`src/rtl/if_id_queue_if.sv`:
```
// ---------------------------------------------------------------------------
// if_id_queue_if
// Handshake bundle between the IF stage, the fetch-to-decode queue and the
// ID stage.
//
//   in_valid  : IF presents a fetched {pc, instr} pair
//   in_pc     : PC of the fetched instruction
//   in_instr  : instruction word read at in_pc
//   in_ready  : queue can take the pair (drives IF PCWrite)
//   out_valid : head pair valid for ID
//   out_pc    : head PC (0 when not valid)
//   out_instr : head instruction (0 / bubble when not valid)
//   out_ready : ID consumes the head this cycle
//
// Modports:
//   master : the IF/ID pipeline side (drives the fetch pair and out_ready)
//   slave  : the queue itself
// ---------------------------------------------------------------------------
interface if_id_queue_if #(
  parameter int W = 32
);
  logic         in_valid;
  logic [W-1:0] in_pc;
  logic [W-1:0] in_instr;
  logic         in_ready;
  logic         out_valid;
  logic [W-1:0] out_pc;
  logic [W-1:0] out_instr;
  logic         out_ready;

  modport master (
    output in_valid, in_pc, in_instr, out_ready,
    input  in_ready, out_valid, out_pc, out_instr
  );

  modport slave (
    input  in_valid, in_pc, in_instr, out_ready,
    output in_ready, out_valid, out_pc, out_instr
  );
endinterface

```
`src/rtl/if_id_queue.sv`:
```
// ---------------------------------------------------------------------------
// if_id_queue
// Fetch-to-decode instruction queue sitting right after the IF PC register.
// Accepts one {PC, instruction} pair per cycle from IF and presents them in
// order to ID, decoupling IF from ID stalls. in_ready feeds IF PCWrite so the
// PC only advances once its fetched pair has been accepted. flush discards
// everything on a branch/jump redirect.
//
// Parameters:
//   DEPTH : number of entries (power of two, >= 2)
//   W     : width of the PC and instruction fields
//
// Ports:
//   clk   : single clock, all state changes on the rising edge
//   reset : synchronous active-high; empties the queue and zeroes storage
//   flush : redirect; empties the queue at the next edge
//   bus   : if_id_queue_if.slave handshake bundle (IF side and ID side)
//   count : number of stored entries, 0..DEPTH
//
// Build option:
//   IFQ_BYPASS_EN : when defined, an incoming pair falls through to the
//                   output in the same cycle while the queue is empty; if ID
//                   takes it in that cycle it is never written.
// ---------------------------------------------------------------------------
module if_id_queue #(
  parameter int DEPTH = 4,
  parameter int W     = 32
) (
  input  logic                     clk,
  input  logic                     reset,
  input  logic                     flush,
  if_id_queue_if.slave             bus,
  output logic [$clog2(DEPTH):0]   count
);

  localparam int AW = $clog2(DEPTH);
  localparam int CW = AW + 1;
  localparam logic [CW-1:0] FULL_CNT = CW'(DEPTH);

  // Storage and pointers
  logic [W-1:0]  r_pc_mem    [DEPTH];
  logic [W-1:0]  r_instr_mem [DEPTH];
  logic [AW-1:0] r_wp;
  logic [AW-1:0] r_rp;
  logic [CW-1:0] r_count;

  logic w_full;
  logic w_empty;
  logic w_clear;
  logic w_bypass;
  logic w_bypass_take;
  logic w_push;
  logic w_pop;

  assign w_full  = (r_count == FULL_CNT);
  assign w_empty = (r_count == '0);
  // reset behaves as a flush for the datapath view of this cycle
  assign w_clear = flush | reset;

`ifdef IFQ_BYPASS_EN
  assign w_bypass = w_empty & bus.in_valid & ~w_clear;
`else
  assign w_bypass = 1'b0;
`endif

  // A bypassed pair consumed by ID in the same cycle never touches storage.
  assign w_bypass_take = w_bypass & bus.out_ready;

  // in_ready depends on registered count only: no out_ready -> in_ready path,
  // so a full queue refuses a push even when ID pops in the same cycle.
  assign w_push = bus.in_valid & ~w_full & ~w_bypass_take;
  assign w_pop  = ~w_empty & bus.out_ready;

  // Control state: pointers and occupancy
  always_ff @(posedge clk) begin
    if (w_clear) begin
      r_wp    <= '0;
      r_rp    <= '0;
      r_count <= '0;
    end else begin
      if (w_push) begin
        r_wp <= r_wp + AW'(1);
      end
      if (w_pop) begin
        r_rp <= r_rp + AW'(1);
      end
      unique case ({w_push, w_pop})
        2'b10:   r_count <= r_count + CW'(1);
        2'b01:   r_count <= r_count - CW'(1);
        default: r_count <= r_count;
      endcase
    end
  end

  // Entry storage: only reset wipes contents; flush just abandons them
  always_ff @(posedge clk) begin
    if (reset) begin
      for (int i = 0; i < DEPTH; i++) begin
        r_pc_mem[i]    <= '0;
        r_instr_mem[i] <= '0;
      end
    end else if (w_push && !flush) begin
      r_pc_mem[r_wp]    <= bus.in_pc;
      r_instr_mem[r_wp] <= bus.in_instr;
    end
  end

  // Output side: head entry, fall-through pair, or a zero bubble
  always_comb begin
    bus.out_valid = 1'b0;
    bus.out_pc    = '0;
    bus.out_instr = '0;
    if (w_bypass) begin
      bus.out_valid = 1'b1;
      bus.out_pc    = bus.in_pc;
      bus.out_instr = bus.in_instr;
    end else if (!w_empty && !w_clear) begin
      bus.out_valid = 1'b1;
      bus.out_pc    = r_pc_mem[r_rp];
      bus.out_instr = r_instr_mem[r_rp];
    end
  end

  // In a flush cycle in_ready still shows the pre-flush occupancy.
  assign bus.in_ready = ~w_full;
  assign count        = r_count;

endmodule

```
`src/flat_wrapper.sv`:
```
// flat-port wrapper written by rule: the top's interface ports become plain ports
module if_id_queue_flat 
#(
  parameter int DEPTH = 4,
  parameter int W     = 32
)
  (clk, reset, flush, count, bus_in_valid, bus_in_pc, bus_in_instr, bus_out_ready, bus_in_ready, bus_out_valid, bus_out_pc, bus_out_instr);
  if_id_queue_if #(.W(W)) bus_i ();
  input  logic clk;
  input  logic reset;
  input  logic flush;
  output logic [$clog2(DEPTH):0] count;
  input wire logic [$bits(bus_i.in_valid)-1:0] bus_in_valid;
  input wire logic [$bits(bus_i.in_pc)-1:0] bus_in_pc;
  input wire logic [$bits(bus_i.in_instr)-1:0] bus_in_instr;
  input wire logic [$bits(bus_i.out_ready)-1:0] bus_out_ready;
  output wire logic [$bits(bus_i.in_ready)-1:0] bus_in_ready;
  output wire logic [$bits(bus_i.out_valid)-1:0] bus_out_valid;
  output wire logic [$bits(bus_i.out_pc)-1:0] bus_out_pc;
  output wire logic [$bits(bus_i.out_instr)-1:0] bus_out_instr;
  assign bus_i.in_valid = bus_in_valid;
  assign bus_i.in_pc = bus_in_pc;
  assign bus_i.in_instr = bus_in_instr;
  assign bus_i.out_ready = bus_out_ready;
  assign bus_in_ready = bus_i.in_ready;
  assign bus_out_valid = bus_i.out_valid;
  assign bus_out_pc = bus_i.out_pc;
  assign bus_out_instr = bus_i.out_instr;
  if_id_queue #(.DEPTH(DEPTH), .W(W)) u_core (.clk(clk), .reset(reset), .flush(flush), .bus(bus_i), .count(count));
endmodule
```
`config.mk`:
```
export PLATFORM = sky130hd
export DESIGN_NAME = if_id_queue_flat
export DESIGN_NICKNAME = d
export VERILOG_FILES = /design/src/rtl/if_id_queue_if.sv /design/src/rtl/if_id_queue.sv /design/src/flat_wrapper.sv
export SDC_FILE = /design/constraint.sdc
export NUM_CORES = 1
export LEC_CHECK = 0
export CAP_MARGIN = 10
export CORE_ASPECT_RATIO = 1.75
export CORE_MARGIN = 8
export CORE_UTILIZATION = 30
export CTS_BUF_LIST = sky130_fd_sc_hd__clkbuf_8
export CTS_CLUSTER_DIAMETER = 40
export DETAILED_ROUTE_END_ITERATION = 16
export HOLD_SLACK_MARGIN = 0.05
export PLACE_DENSITY = 0.58
export REMOVE_ABC_BUFFERS = 1
export SYNTH_ARGS = -nofsm -noshare
export SYNTH_HDL_FRONTEND = slang
export SYNTH_SLANG_ARGS = --single-unit
```
`constraint.sdc`:
```
create_clock -name clk -period 3 [get_ports clk]
set_clock_uncertainty 0.05 [all_clocks]
set_input_delay 0.6 -clock clk [delete_from_list [all_inputs] [get_ports clk]]
set_output_delay 0.6 -clock clk [all_outputs]
set_load 0.005 [all_outputs]
```
; ---- Yosys cells after proc, flatten, opt, wreduce, memory -nomap -nowiden
; Memory sizes are Yosys's and may differ from the RTL's. A register that Yosys moved wholly into a read port is not among the register bits.
; Cells that the tools add are included.
[classes]
add_sub_neg = 4
eq_ne = 3
muxes = 19
bitwise_logic = 5
reduce_logical = 9
[ops]
columns = cell, count
row1 = 2-to-1 mux 32 bit, 4
row2 = OR reduction 32 bit, 2
row3 = 2-to-1 mux 2 bit, 6
row4 = 2-to-1 mux 1 bit, 8
row5 = case mux 3 bit (2 select lines), 1
row6 = adder 2 x 1 -> 2 bit (second input constant), 2
row7 = adder 3 x 1 -> 3 bit (second input constant), 1
row8 = == test 3 bit (second input constant), 1
row9 = zero test 1 bit, 3
row10 = zero test 3 bit, 1
row11 = subtractor 3 x 1 -> 3 bit (second input constant), 1
row12 = bitwise AND 1 bit, 2
row13 = == test 2 x 1 -> 1 bit (second input constant), 1
row14 = == test 2 bit (second input constant), 1
row15 = logical AND 1 bit, 2
row16 = inverter 1 bit, 2
row17 = nonzero test 2 bit, 1
row18 = bitwise OR 1 bit, 1
[totals]
ff_bits = 7
ram_bits = 256
inputBits = 69
output_inout_bits = 69
word_cells = 45
mem_count = 2
[memory_table]
columns = memory, depth, width, read_ports, rd_clocked_by_memory_dff, wr, line
row1 = u_core.r_instr_mem, 4, 32, 1, 1, 4, if_id_queue.sv:42  ; logic [W-1:0] r_instr_mem [DEPTH];
row2 = u_core.r_pc_mem, 4, 32, 1, 1, 4, if_id_queue.sv:41  ; logic [W-1:0] r_pc_mem [DEPTH];

; ---- Depth between registers and ports, before layout
[depth]
depth_word = 9
mapped_depth = 9
depth_no_buf = 9

; ---- Worst setup path before layout
; OpenSTA, ideal clock, no wires.
[synth_path]
path_kind = input to register
startpoint = in flush
endpoint = mem u_core.r_instr_mem[1][0], enable pin
setup_ps = 394
arrival_ps = 2310
required_time_ps = 2556
path_slack_ps = 245
cell_stages = 4
n_path_buf = 1
path_cell_list = or3b_4 nor4b_4 buf_6 or2_2
[synth_rtl]
columns = item, line
row1 = start: declaration, flat_wrapper.sv:11  ; input logic flush;
row2 = end: declaration, if_id_queue.sv:42

==> results.yml <==
run_status:
  status: "finished clean"
floorplan:
  core_mm2: 0.03981
  die_width_um: 167.3
  start_util: 0.3018
  fp.dieH_um: 280.7
  std_cell_rows: 97
  io_pins: 138
  dieArea_mm2: 0.04695
critical_path:
  crit_arrival_ns: 2.26
  cp.required_ns: 2.35
  worstSetupEndpointType: "output pin"
  start_kind: "flop"
  path_max_fanout: 6
  critPathSlowestCell: "mux4_2"
  cp_common_cell: "buf_12"
  setup.worst_path.class: "reg2out"
  rr_startpoint: "u_core.count[1]$_SDFFE_PP0P_"
  cp_slowest_stage_delay_ns: 0.52
  path_cells: "buf_12 -> buf_12 -> buf_4 -> mux4_2 -> nor2b_1 -> dlygate4sd2_1"
pwr:
  power_mw: 7.780
  p_leak_nw: 5.916
  p_per_area_mw_per_mm2: 502.5
  ir_drop_v: 0.0002444
grt:
  gr-usage-all-layers: 0.1287
  antenna_found_initial: 8
  grt_pass1_vias: 7492
  grt_max_degree: 66
  grt-ovfl-total: 0
  grt_pass1_wl_um: 45030
finish:
  utilization: 0.3889
  final_nets: 1016
  layoutNonFillerInstCount: 1472
  n_fill_cell: 3747
  drive_above_1_share: 0.2781
  area_growth_pct: 28.88
  layout_commonest_cell: "edfxtp_1"
  layout_common_cells: "edfxtp_1 (256), and2_1 (192), clkdlybuf4s50_1 (74)"
  final_cell_area_mm2: 0.01548
detailed_routing:
  vias: 6687
  viasPerCell: 4.543
  drc_errors: 0
  wire_per_inst_um: 20.42
  ant_nets: 0
  routed_wl_um: 30050
  drt_first_pass_iters: 4
  dr.first_iter.drc_count: 318
clock_tree:
  clk_pin_slew_worst_paths_ns: 0.06
  htreeDepth: 2
  cts_hold_buf: 0
  cts_root_buffer: "clkbuf_8"
  clk_latency_ns: 0.54
  clock-sinks: 265
  cts_made_buffers: 41
  cts_buffer_depth: 3
  cts_tree: "done"
sta:
  min_period_over_period: 0.9693
  fin_setup_tns_ns: 0
  timing.fmax_mhz: 343.9
  setup_ws_ns: 0.09216
  setup_viol: 0
  max_slew_margin: 0.7096
  slew_violations: 0
  timing.hold.ws_ns: 0.4338
  worst_slew_pin_slew_ns: 0.4337
  final-hold-violation-count: 0
  rsz0062_at_grt: "false"
  fin_crit_ns: 2.908
min_path:
  hold_start: "u_core.r_rp[1]$_SDFFE_PP0P_"
  hold_class: "reg2reg"
placed_design:
  dp_slack_ns: -0.06465
  hpwl_um: 18070
  place_inst: 1366
  gp_congestion: 0.7145
  portBuffers: 137
  placed_area_mm2: 0.01434
yosys:
  netlist_area_mm2: 0.01201
  seq_area_frac_synth: 0.6549
  ys_types: 32
  yosys_register_bits: 265
  yosysWarnings: 0
  synth_area_per_cell_um2: 16.10
  syn_inst: 746
flow_run:
  maxCapViolations: 0
[power by group]
part / total (mW) / switching, mW / internal (mW)
logic: 0.605 / 0.274 / 0.332
clock network: 2.90 / 1.40 / 1.50
registers: 4.27 / 0.0445 / 4.23
total: 7.78 / 1.72 / 6.06
[layout make-up]
type,instances,area [um2],area share
repair buffers,205,2272,0.1468
diodes,6,15.01,0.0009698
clock buffers,43,591.8,0.03823
well taps,495,619.3,0.04000
multi-input cells,425,3914,0.2528
inverters,7,26.28,0.001697
flip-flops and latches,265,7875,0.5086
clock inverters,26,168.9,0.01091
[cell usage after synthesis]
cell type,number,area share
edfxtp_1,256,0.64
and2_1,192,0.10
and2_2,64,0.040
mux4_2,64,0.12
nor2b_1,59,0.031
clkbuf_1,16,0.0050
buf_2,13,0.0054
dfxtp_1,9,0.015
clkbuf_2,8,0.0033
buf_4,7,0.0044
inv_1,7,0.0022
and2b_1,6,0.0037
buf_6,5,0.0047
nor2_1,5,0.0016
o21ai_0,5,0.0021
a21oi_1,4,0.0017
nand2_1,4,0.0012
or2_2,4,0.0021
or3_1,3,0.0016
nor4b_4,2,0.0040
xor2_1,2,0.0015
a31o_2,1,0.00073
and3_2,1,0.00063
fa_1,1,0.0017
ha_1,1,0.0010
nand2b_1,1,0.00052
nor3_1,1,0.00042
nor3b_4,1,0.0016
nor4_2,1,0.0010
o21bai_1,1,0.00063
or3b_4,1,0.00094
or4b_2,1,0.00083
[repair_timing]
item | CTS | global route
buffers inserted | 18 | 10
pin swaps | 1 | 1
gates resized for setup | 85 | 9
cloned | 3 | 0
endpoints found under the setup margin | 65 | 12
[state kept, by name, summed over array words and instances (netlist names), named ones only]
| register | cells |
|---|---|
| u_core.r_pc_mem | 128 |
| u_core.count | 3 |
| u_core.r_wp | 2 |
| u_core.r_instr_mem | 128 |
| u_core.r_rp | 2 |
[critical path: cells and delay by family (launching register included)]
kind	cells	cell delay, ns
multiplexers	1	0.52
flip-flops	1	0.38
buffers and inverters	4	0.65
AND/OR/NAND/NOR	1	0.15
[kinds of logic (layout without fill, tap and decap cells)]
family	count (synthesis)	after routing	share of synthesized area
AOI/OAI and AO/OA	11	11	0.005104
xor gates and xnor gates	2	2	0.001458
adders and majority gates	2	2	0.002708
buffers and inverters	56	281	0.02500
DFF	265	265	0.6549
muxes	64	64	0.1200
other	0	6	0
and+or+nand+nor	346	346	0.1908
[per-layer routing]
metal | routed length [um] | vias to the layer above | track usage
met5 | 27 | - | 0
met2 | 16700 | 137 | 0.2455
met3 | 1276 | 52 | 0.02643
met1 | 11200 | 3386 | 0.1326
met4 | 847 | 4 | 0.05928
li1 | - | 3108 | -
[path summary, 6_finish.rpt]
check        slack, ns  cells after the start                            to
min reg2reg       0.43                      2                          flop
min               0.43                      2                          flop
max               0.09                      6                 bus_out_pc[2]
max reg2reg       0.69                      9  u_core.count[2]$_SDFFE_PP0P_
(Power assumes the default switching activity.)
